`config.mk`:
```
export PLATFORM = sky130hd
export DESIGN_NAME = std_cache_ctrl
export DESIGN_NICKNAME = d
export VERILOG_FILES = /design/src/rtl/std_cache_ctrl.sv
export SDC_FILE = /design/constraint.sdc
export NUM_CORES = 1
export LEC_CHECK = 0
export ABC_CLOCK_PERIOD_IN_PS = 4200
export BUFFER_PORTS_ARGS = -buffer_cell sky130_fd_sc_hd__buf_4
export CORE_AREA = 2 2 514 516
export CTS_CLUSTER_SIZE = 24
export DETAILED_ROUTE_END_ITERATION = 10
export DIE_AREA = 0 0 516 518
export PLACE_DENSITY = 0.3
export SLEW_MARGIN = 20
export SYNTH_ARGS = -nofsm -noshare
export SYNTH_HDL_FRONTEND = slang
export SYNTH_SLANG_ARGS = --single-unit
```
`constraint.sdc`:
```
create_clock -name clk_i -period 4.2 [get_ports clk_i]
set_input_delay 1.26 -clock clk_i [delete_from_list [all_inputs] [get_ports clk_i]]
set_output_delay 1.26 -clock clk_i [all_outputs]
set_load 0.02 [all_outputs]
```
`src/rtl/std_cache_ctrl.sv`:
```
// Per-port L1 D-cache controller: looks up tag/data through the arbiter, serves hits,
// and hands misses and bypass accesses to the miss handler while honouring MSHR conflicts.
module std_cache_ctrl #(
   parameter logic [63:0] CACHE_START_ADDR = 64'h8000_0000,
   parameter int          SET_ASSOC        = 4,
   parameter int          INDEX_WIDTH      = 12,
   parameter int          TAG_WIDTH        = 44,
   parameter int          CL_WIDTH         = 128
) (
   input  logic                             clk_i,
   input  logic                             rst_ni,
   input  logic                             flush_i,
   input  logic                             bypass_i,
   output logic                             busy_o,
   input  logic [INDEX_WIDTH-1:0]           req_port_i_address_index,
   input  logic [TAG_WIDTH-1:0]             req_port_i_address_tag,
   input  logic [63:0]                      req_port_i_data_wdata,
   input  logic                             req_port_i_data_req,
   input  logic                             req_port_i_data_we,
   input  logic [7:0]                       req_port_i_data_be,
   input  logic [1:0]                       req_port_i_data_size,
   input  logic                             req_port_i_kill_req,
   input  logic                             req_port_i_tag_valid,
   output logic                             req_port_o_data_gnt,
   output logic                             req_port_o_data_rvalid,
   output logic [63:0]                      req_port_o_data_rdata,
   output logic [SET_ASSOC-1:0]             req_o,
   output logic [INDEX_WIDTH-1:0]           addr_o,
   input  logic                             gnt_i,
   input  logic [SET_ASSOC*CL_WIDTH-1:0]    data_i,
   output logic [TAG_WIDTH-1:0]             tag_o,
   output logic [TAG_WIDTH-1:0]             data_o_tag,
   output logic [CL_WIDTH-1:0]              data_o_data,
   output logic                             data_o_valid,
   output logic                             data_o_dirty,
   output logic                             we_o,
   output logic [SET_ASSOC-1:0]             be_o_tag,
   output logic [CL_WIDTH/8-1:0]            be_o_data,
   output logic [SET_ASSOC-1:0]             be_o_vldrty,
   input  logic [SET_ASSOC-1:0]             hit_way_i,
   output logic                             miss_req_o_valid,
   output logic [63:0]                      miss_req_o_addr,
   output logic [7:0]                       miss_req_o_be,
   output logic [1:0]                       miss_req_o_size,
   output logic                             miss_req_o_we,
   output logic [63:0]                      miss_req_o_wdata,
   output logic                             miss_req_o_bypass,
   input  logic                             miss_gnt_i,
   input  logic                             active_serving_i,
   input  logic [63:0]                      critical_word_i,
   input  logic                             critical_word_valid_i,
   input  logic                             bypass_gnt_i,
   input  logic                             bypass_valid_i,
   input  logic [63:0]                      bypass_data_i,
   output logic [TAG_WIDTH+INDEX_WIDTH-1:0] mshr_addr_o,
   input  logic                             mshr_addr_matches_i,
   input  logic                             mshr_index_matches_i
);

   localparam int WORDS  = CL_WIDTH / 64;
   localparam int OFF_W  = $clog2(WORDS);
   localparam int PAD_W  = 64 - TAG_WIDTH - INDEX_WIDTH;

   typedef enum logic [3:0] {
      IDLE,
      WAIT_TAG,
      WAIT_TAG_BYPASSED,
      STORE_REQ,
      WAIT_MSHR,
      WAIT_TAG_SAVED,
      WAIT_REFILL_GNT,
      WAIT_REFILL_VALID,
      WAIT_CRITICAL_WORD
   } state_t;

   state_t                 r_state, w_state_d;
   logic [INDEX_WIDTH-1:0] r_index, w_index_d;
   logic [TAG_WIDTH-1:0]   r_tag, w_tag_d;
   logic [7:0]             r_be, w_be_d;
   logic [1:0]             r_size, w_size_d;
   logic                   r_we, w_we_d;
   logic [63:0]            r_wdata, w_wdata_d;
   logic                   r_bypass, w_bypass_d;
   logic                   r_killed, w_killed_d;
   logic [SET_ASSOC-1:0]   r_hit_way, w_hit_way_d;

   logic [OFF_W-1:0]       w_off;
   logic [TAG_WIDTH-1:0]   w_cur_tag;
   logic                   w_uncached;
   logic [CL_WIDTH-1:0]    w_hit_line;
   logic [63:0]            w_hit_word;

   assign w_off       = r_index[3 +: OFF_W];
   // WAIT_TAG compares the tag arriving from the core; the replay state uses the saved one
   assign w_cur_tag   = (r_state == WAIT_TAG_SAVED) ? r_tag : req_port_i_address_tag;
   assign w_uncached  = ({{PAD_W{1'b0}}, w_cur_tag, r_index} < CACHE_START_ADDR);
   assign busy_o      = (r_state != IDLE);
   assign mshr_addr_o = {r_tag, r_index};

   always_comb begin
      w_hit_line = '0;
      w_hit_word = '0;
      for (int i = 0; i < SET_ASSOC; i++) begin
         if (hit_way_i[i]) w_hit_line = data_i[i*CL_WIDTH +: CL_WIDTH];
      end
      for (int w = 0; w < WORDS; w++) begin
         if (w_off == OFF_W'(w)) w_hit_word = w_hit_line[w*64 +: 64];
      end
   end

   always_ff @(posedge clk_i or negedge rst_ni) begin
      if (!rst_ni) begin
         r_state   <= IDLE;
         r_index   <= '0;
         r_tag     <= '0;
         r_be      <= '0;
         r_size    <= '0;
         r_we      <= 1'b0;
         r_wdata   <= '0;
         r_bypass  <= 1'b0;
         r_killed  <= 1'b0;
         r_hit_way <= '0;
      end else begin
         r_state   <= w_state_d;
         r_index   <= w_index_d;
         r_tag     <= w_tag_d;
         r_be      <= w_be_d;
         r_size    <= w_size_d;
         r_we      <= w_we_d;
         r_wdata   <= w_wdata_d;
         r_bypass  <= w_bypass_d;
         r_killed  <= w_killed_d;
         r_hit_way <= w_hit_way_d;
      end
   end

   always_comb begin
      w_state_d   = r_state;
      w_index_d   = r_index;
      w_tag_d     = r_tag;
      w_be_d      = r_be;
      w_size_d    = r_size;
      w_we_d      = r_we;
      w_wdata_d   = r_wdata;
      w_bypass_d  = r_bypass;
      w_killed_d  = r_killed;
      w_hit_way_d = r_hit_way;

      req_port_o_data_gnt    = 1'b0;
      req_port_o_data_rvalid = 1'b0;
      req_port_o_data_rdata  = '0;
      req_o                  = '0;
      addr_o                 = '0;
      tag_o                  = '0;
      data_o_tag             = '0;
      data_o_data            = '0;
      data_o_valid           = 1'b0;
      data_o_dirty           = 1'b0;
      we_o                   = 1'b0;
      be_o_tag               = '0;
      be_o_data              = '0;
      be_o_vldrty            = '0;
      miss_req_o_valid       = 1'b0;
      miss_req_o_addr        = '0;
      miss_req_o_be          = '0;
      miss_req_o_size        = '0;
      miss_req_o_we          = 1'b0;
      miss_req_o_wdata       = '0;
      miss_req_o_bypass      = 1'b0;

      case (r_state)
         IDLE: begin
            if (req_port_i_data_req && !flush_i) begin
               req_o  = '1;
               addr_o = req_port_i_address_index;
               if (gnt_i) begin
                  req_port_o_data_gnt = 1'b1;
                  w_index_d  = req_port_i_address_index;
                  w_be_d     = req_port_i_data_be;
                  w_size_d   = req_port_i_data_size;
                  w_we_d     = req_port_i_data_we;
                  w_wdata_d  = req_port_i_data_wdata;
                  w_bypass_d = bypass_i;
                  w_killed_d = 1'b0;
                  w_state_d  = bypass_i ? WAIT_TAG_BYPASSED : WAIT_TAG;
               end
            end
         end

         WAIT_TAG, WAIT_TAG_SAVED: begin
            tag_o = w_cur_tag;
            if (r_state == WAIT_TAG && req_port_i_kill_req) begin
               req_port_o_data_rvalid = 1'b1;
               w_state_d              = IDLE;
            end else if (r_state == WAIT_TAG_SAVED || req_port_i_tag_valid) begin
               w_tag_d = w_cur_tag;
               if (w_uncached) begin
                  w_bypass_d = 1'b1;
                  w_state_d  = WAIT_REFILL_GNT;
               end else if (|hit_way_i) begin
                  w_hit_way_d = hit_way_i;
                  if (r_we) begin
                     w_state_d = STORE_REQ;
                  end else begin
                     req_port_o_data_rvalid = !r_killed;
                     req_port_o_data_rdata  = w_hit_word;
                     w_state_d              = IDLE;
                  end
               end else if (mshr_addr_matches_i && active_serving_i) begin
                  w_state_d = WAIT_MSHR;
               end else begin
                  w_bypass_d = 1'b0;
                  w_state_d  = WAIT_REFILL_GNT;
               end
            end
         end

         WAIT_TAG_BYPASSED: begin
            if (req_port_i_kill_req) begin
               req_port_o_data_rvalid = 1'b1;
               w_state_d              = IDLE;
            end else if (req_port_i_tag_valid) begin
               w_tag_d    = req_port_i_address_tag;
               w_bypass_d = 1'b1;
               w_state_d  = WAIT_REFILL_GNT;
            end
         end

         STORE_REQ: begin
            addr_o = r_index;
            // Stall while the miss handler may be refilling this set
            if (!mshr_index_matches_i) begin
               req_o        = r_hit_way;
               we_o         = 1'b1;
               data_o_tag   = r_tag;
               data_o_valid = 1'b1;
               data_o_dirty = 1'b1;
               be_o_vldrty  = r_hit_way;
               for (int w = 0; w < WORDS; w++) begin
                  if (w_off == OFF_W'(w)) begin
                     data_o_data[w*64 +: 64] = r_wdata;
                     be_o_data[w*8 +: 8]     = r_be;
                  end
               end
               if (gnt_i) w_state_d = IDLE;
            end
         end

         WAIT_MSHR: begin
            if (!mshr_index_matches_i) begin
               req_o  = '1;
               addr_o = r_index;
               if (gnt_i) w_state_d = WAIT_TAG_SAVED;
            end
         end

         WAIT_REFILL_GNT: begin
            miss_req_o_valid  = 1'b1;
            miss_req_o_addr   = {{PAD_W{1'b0}}, r_tag, r_index[INDEX_WIDTH-1:3], 3'b000};
            miss_req_o_be     = r_be;
            miss_req_o_size   = r_size;
            miss_req_o_we     = r_we;
            miss_req_o_wdata  = r_wdata;
            miss_req_o_bypass = r_bypass;
            if (r_bypass) begin
               if (bypass_gnt_i) w_state_d = r_we ? IDLE : WAIT_REFILL_VALID;
            end else if (miss_gnt_i) begin
               w_state_d = r_we ? IDLE : WAIT_CRITICAL_WORD;
            end
         end

         WAIT_REFILL_VALID: begin
            if (bypass_valid_i) begin
               req_port_o_data_rvalid = !r_killed;
               req_port_o_data_rdata  = bypass_data_i;
               w_state_d              = IDLE;
            end
         end

         WAIT_CRITICAL_WORD: begin
            if (critical_word_valid_i) begin
               req_port_o_data_rvalid = !r_killed;
               req_port_o_data_rdata  = critical_word_i;
               w_state_d              = IDLE;
            end
         end

         default: w_state_d = IDLE;
      endcase

      // A late kill answers the core now; the outstanding refill still drains silently
      if (req_port_i_kill_req && !r_we && !r_killed &&
          (r_state inside {WAIT_MSHR, WAIT_REFILL_GNT, WAIT_REFILL_VALID, WAIT_CRITICAL_WORD})) begin
         req_port_o_data_rvalid = 1'b1;
         w_killed_d             = 1'b1;
      end
   end

endmodule

```
Yosys cells after proc, flatten, opt, wreduce, memory -nomap -nowiden

Cells that the tools add are included.
Widths: inputs -> output; s select.

Register bits: 141
Latch bits: 0
Bits in writable memories: 0
Bits in read-only memories: 0
Input bits: 790
Output and inout port bits: 523
Memories kept: 0

Add/subtract/negate cells: 0
Multipliers: 0
Divide/modulo/power cells: 0
Magnitude comparators: 1
Eq/ne operators: 26
Shifts and indexed selects: 0
Mux-type cells: 97
Bitwise operators: 2
Reduce and logical (&&, ||, !) cells: 26

Operator list:

| operator             | count |
|---|---|
| $mux 128             | 6 |
| $mux 64              | 11 |
| $mux 44              | 8 |
| $pmux 64 s3          | 1 |
| $mux 4               | 22 |
| $pmux 44 s2          | 1 |
| $lt 56x32->1 const B | 1 |
| $mux 56              | 1 |
| $pmux 12 s3          | 1 |
| $mux 16              | 2 |
| $pmux 4 s8           | 1 |
| $mux 1               | 30 |
| $mux 12              | 2 |
| $mux 8               | 3 |
| $ne 2x2->1 const B   | 12 |
| $ne 3x3->1 const B   | 6 |
| $eq 4x3->1 const B   | 4 |
| $pmux 4 s3           | 1 |
| $reduce_and 12->1    | 1 |
| $reduce_and 5->1     | 2 |
| $reduce_and 9->1     | 1 |
| $eq 4x2->1 const B   | 2 |
| $mux 2               | 4 |
| $reduce_bool 2->1    | 4 |
| other kinds (15)     | 25 |

Longest topological paths before layout

Depth in word-level cells: 11
Depth in mapped cells: 8
Mapped depth without buffers: 6

Worst setup path before layout

Ideal clock, no wire load.

Path kind: input to output
Start: input hit_way_i[0]
End: output req_port_o_data_rdata[0]
Arrival time: 2.817 ns
Data required time: 2.940 ns
Slack: 0.123 ns
Stages: 7
Path through: nor2b_1 > clkbuf_1 > clkbuf_1 > a221oi_1 > o31ai_1 > nand2_1 > o21ai_0

Cells in the longest elaborated chain, start to end: 11

RTL lines:

| item                  | RTL line | RTL |
|---|---|---|
| from (decl)           | 40       | `input logic [SET_ASSOC-1:0] hit_way_i,` |
| $mux 128 (4 in a row) | 104      | `if (hit_way_i[i]) w_hit_line = data_i[i*CL_WIDTH +: CL_WIDTH];` |
| $mux 64               | 107      | `if (w_off == OFF_W'(w)) w_hit_word = w_hit_line[w*64 +: 64];` |
| $mux 64               | 202      | `if (r_we) begin` |
| $mux 64 (*)           | 200      | `end else if (\|hit_way_i) begin` |
| $mux 64 (*)           | 197      | `if (w_uncached) begin` |
| $mux 64 (*)           | 195      | `end else if (r_state == WAIT_TAG_SAVED \|\| req_port_i_tag_valid) begin` |
| $mux 64 (*)           | 192      | `if (r_state == WAIT_TAG && req_port_i_kill_req) begin` |
| $pmux 64 s3 (*)       | 171      | `case (r_state)` |
| to (decl)             | 26       | `output logic [63:0] req_port_o_data_rdata,` |

Mark *: on every way between the ends. The rest lies on a longest branch, timed or not.

Worst setup path after layout

Start: input bypass_valid_i
End: output req_port_o_data_rdata[33]

Cells in the longest elaborated chain, start to end: 2

RTL lines:

| item        | RTL line | RTL |
|---|---|---|
| from (decl) | 53       | `input logic bypass_valid_i,` |
| $mux 64     | 273      | `if (bypass_valid_i) begin` |
| $pmux 64 s3 | 171      |  |

Every way passes these cells.

==> results.txt <==
Final Net Count - 3979
Residual DRC - 0
# fillers - 30.4k
global-route wire length before repair - 229000 um
vias in the first global route - 21.8k
Seq pwr share - 23.6%
Max-cap violations - 0
Seq/Total Area, Yosys - 25.0%
CP Launch Type - input port
Worst-path clk slew - 0.06 ns
CTS Buffer Depth - 2
# port buffers - 1297
Post-DP HPWL - 158000 um
WL met1 - 75400 um
Net Sw Frac - 55.1%
Clock power frac - 11.3%
core area - 0.262 mm2
Setup TNS - -14.85 ns
Post-synth EDFFs - 0
top routing layer in use - met5
Pre-Repair DR Iteration Count - 5
routed vias - 21.3k
Crit Path Class - in -> out
clk_lat worst skew - 0.52 ns
worst hold slack - 0.503 ns
Post-CTS Hold Buffers - 0
FF+latch count, synth - 141
NetSw - 8.36 mW
asr flop ratio synth - 100%
H-tree levels - 4
Mapped Cells - 1786
slew margin rel. - 21.8%
slowest cell delay on critical path - 0.82 ns
worst-path cell chain - buf_4 -> inv_1 -> nor3_4 -> buf_12 -> buf_12 -> buf_4 -> a22oi_1 -> o21ai_4 -> buf_6
mapped cell area - 0.0141 mm2
DR WL met2 - 88300 um
worst-path maximum fanout - 16
Worst VDD drop - 310 uV
Yosys cell types - 63
P_int - 6.81 mW
initial core utilization - 5.39%
Syn-to-layout area delta - 128%
Final Hold Viols - 0
die width - 516 um
# rows - 188
outcome - finished with violations
Top FF cell, synth - dfrtp_1
skew final - 0.0365 ns
WP data required - 2.94 ns
Cell Pwr Density - 472 mW/mm2
CTS tree - built
total wire length - 183000 um
syn_area_per_cell - 7.89 um2
CTS Sinks - 141
Antenna Nets Post-Route - 0
1st-iter DRT viols - 1311
Pins Over Slew Limit - 0
count of final setup violators - 65
routed len/inst - 27.2 um
Pleak - 14.2 nW
drt via density - 3.16
combinational share of power - 65.1%
Inserted Clock Buffers - 17
GRT Total Usage - 13.0%
Fmax achieved - 219 MHz
Ports - 1313
setup ws final - -0.367 ns
unrepaired setup endpoints after global routing - yes
layout cells sized above 1 - 58.4%
chip height - 518 um
Worst-Margin Slew - 1.17 ns
root buffer cell - clkbuf_16
synth warn - 0
initial antenna violation count - 47
routability cong. - 0.907
slowest CP cell - a22oi_1
CP arrival - 3.31 ns
period utilisation layout - 109%
largest net degree at the start of global routing - 88
element type at the critical path end - output port
die area - 0.267 mm2
failing checks - negative setup slack
Tmin final - 4.57 ns
routed wl met3 - 14200 um
GRT overflow - 0
worst hold path type - reg -> reg
placed cells by master (no fill, tap or decap), types with 5 or more instances in the layout:
cell and n:
mux2_2 131, buf_12 49, nand4_1 6, diode_2 23, nand2_1 209, nand2_2 15, nor2b_1 132, and2_1 250
buf_16 5, nor2_1 10, dfrtp_1 138, o21ai_0 5, inv_8 6, o311ai_1 19, a221oi_1 129, conb_1 15
o31ai_2 8, o311ai_0 42, buf_6 80, o31ai_1 56, a22o_1 12, and3_1 74, clkbuf_16 18, o21ai_2 9
nor4_1 9, buf_8 10, a21oi_1 118, o21ai_4 55, a22oi_1 62, buf_4 1439
power by group through the flow:
stage	clock, mW	combinational (mW)	sequential, mW
after floorplan	0	3.61	2.85
after global placement	0	9.49	3.64
after detailed placement	0	9.43	3.69
after CTS	1.85	9.98	3.66
after global routing	1.88	10.5	3.70
final	1.71	9.87	3.59
worst paths after layout:
kind / cells past startpoint / endpoint / slack [ns] / from
worst max-delay path: 9 / req_port_o_data_rdata[33] / -0.37 / bypass_valid_i
worst min-delay path: 1 / r_hit_way[3]$_DFFE_PN0P_ / 0.50 / r_hit_way[3]$_DFFE_PN0P_
worst max register to register: 9 / r_wdata[15]$_DFFE_PN0P_ / 1.17 / r_state[2]$_DFFE_PN0P_
worst min register to register: 1 / r_hit_way[3]$_DFFE_PN0P_ / 0.50 / r_hit_way[3]$_DFFE_PN0P_
max in group asynchronous: 2 / r_state[1]$_DFFE_PN0P_ / 2.62 / rst_ni
min in group asynchronous: 1 / r_tag[2]$_DFFE_PN0P_ / 0.65 / rst_ni
per-layer routing:
layer | GRT usage (%) | vias up
met1 | 15.9 | 10500
met2 | 22.3 | 1182
met5 | 0 | -
li1 | - | 9445
met3 | 3.18 | 142
met4 | 3.93 | 16
stage by stage:
| stage | instances | area (um2) | setup slack (ns) | util, % | total power [mW] |
|---|---|---|---|---|---|
| 6_report | 6740 | 32100 | -0.367 | 12.3 | 15.2 |
| 5_1_grt | 6725 | 32100 | -0.401 | 12.3 | 16.1 |
| 4_1_cts | 6710 | 31700 | -0.430 | 12.1 | 15.5 |
| 3_5_place_dp | 6667 | 29900 | -0.964 | 11.4 | 13.1 |
| 3_3_place_gp | 6666 | 29900 | -1.45 | 11.4 | 13.1 |
| 2_1_floorplan | 1800 | 14100 | 0.123 | - | 6.45 |
synthesized netlist by cell type (all sizes together) (2+ instances only):
| cell type | n | area [um2] |
|---|---|---|
| and4bb | 2 | 25.0 |
| and3 | 74 | 463 |
| or3b | 2 | 17.5 |
| nand2 | 225 | 847 |
| nor3 | 5 | 25.0 |
| nand2b | 5 | 31.3 |
| mux2 | 134 | 1510 |
| and2 | 251 | 1570 |
| nor2b | 134 | 838 |
| a22oi | 65 | 488 |
| or4 | 4 | 30.0 |
| o21ai | 70 | 350 |
| a21oi | 118 | 591 |
| nor2 | 13 | 53.8 |
| nor4 | 12 | 96.3 |
| o31ai | 64 | 480 |
| o311ai | 64 | 561 |
| a22o | 12 | 105 |
| o211ai | 3 | 27.5 |
| nand4 | 6 | 37.5 |
| a221oi | 129 | 1130 |
| buf | 63 | 405 |
| clkbuf | 153 | 576 |
| dfrtp | 141 | 3530 |
| a211oi | 2 | 15.0 |
| nand3b | 4 | 30.0 |
| or3 | 4 | 25.0 |
| inv | 4 | 15.0 |
| and2b | 2 | 15.0 |
cells by family (layout without fill, tap and decap cells):
group | Yosys count | count (layout) | share of synthesized area, %
buffers and inverters | 220 | 1622 | 7.07
DFF | 141 | 141 | 25.0
xor gates and xnor gates | 1 | 1 | 0.0622
and+or+nand+nor | 749 | 749 | 29.6
other | 1 | 38 | 0.0266
muxes | 135 | 135 | 10.8
AOI/OAI and AO/OA | 539 | 539 | 27.4
critical path, delay by kind of cell:
family / cells / cell delay, ns
and+or+nand+nor: 1 / 0.07
AOI/OAI and AO/OA: 2 / 0.96
buffers and inverters: 6 / 0.93
registers in the layout, indices dropped and copies added (netlist names):
name	count
r_size	2
r_bypass	1
r_hit_way	4
r_wdata	64
r_tag	44
r_index	12
r_state	4
r_we	1
r_killed	1
r_be	8
final cells by class:
| cell class | count | area [um2] | area share (%) |
|---|---|---|---|
| timing repair buffer | 1586 | 13000 | 40.6 |
| multi-input combinational | 1439 | 10500 | 32.7 |
| tap | 3515 | 4400 | 13.7 |
| sequential | 141 | 3530 | 11.0 |
| clock buffer | 17 | 425 | 1.33 |
| clock inverter | 15 | 144 | 0.448 |
| antenna | 23 | 57.6 | 0.179 |
| inverter | 4 | 20.0 | 0.0624 |
repair_timing:
| action | 4_1_cts | 5_1_grt |
|---|---|---|
| pin swaps | 70 | 23 |
| resized for setup | 277 | 75 |
| setup buffers | 22 | 10 |
| setup endpoints to repair | 68 | 100 |
| gates cloned | 4 | 1 |
Power figures use the tool's default switching activity.
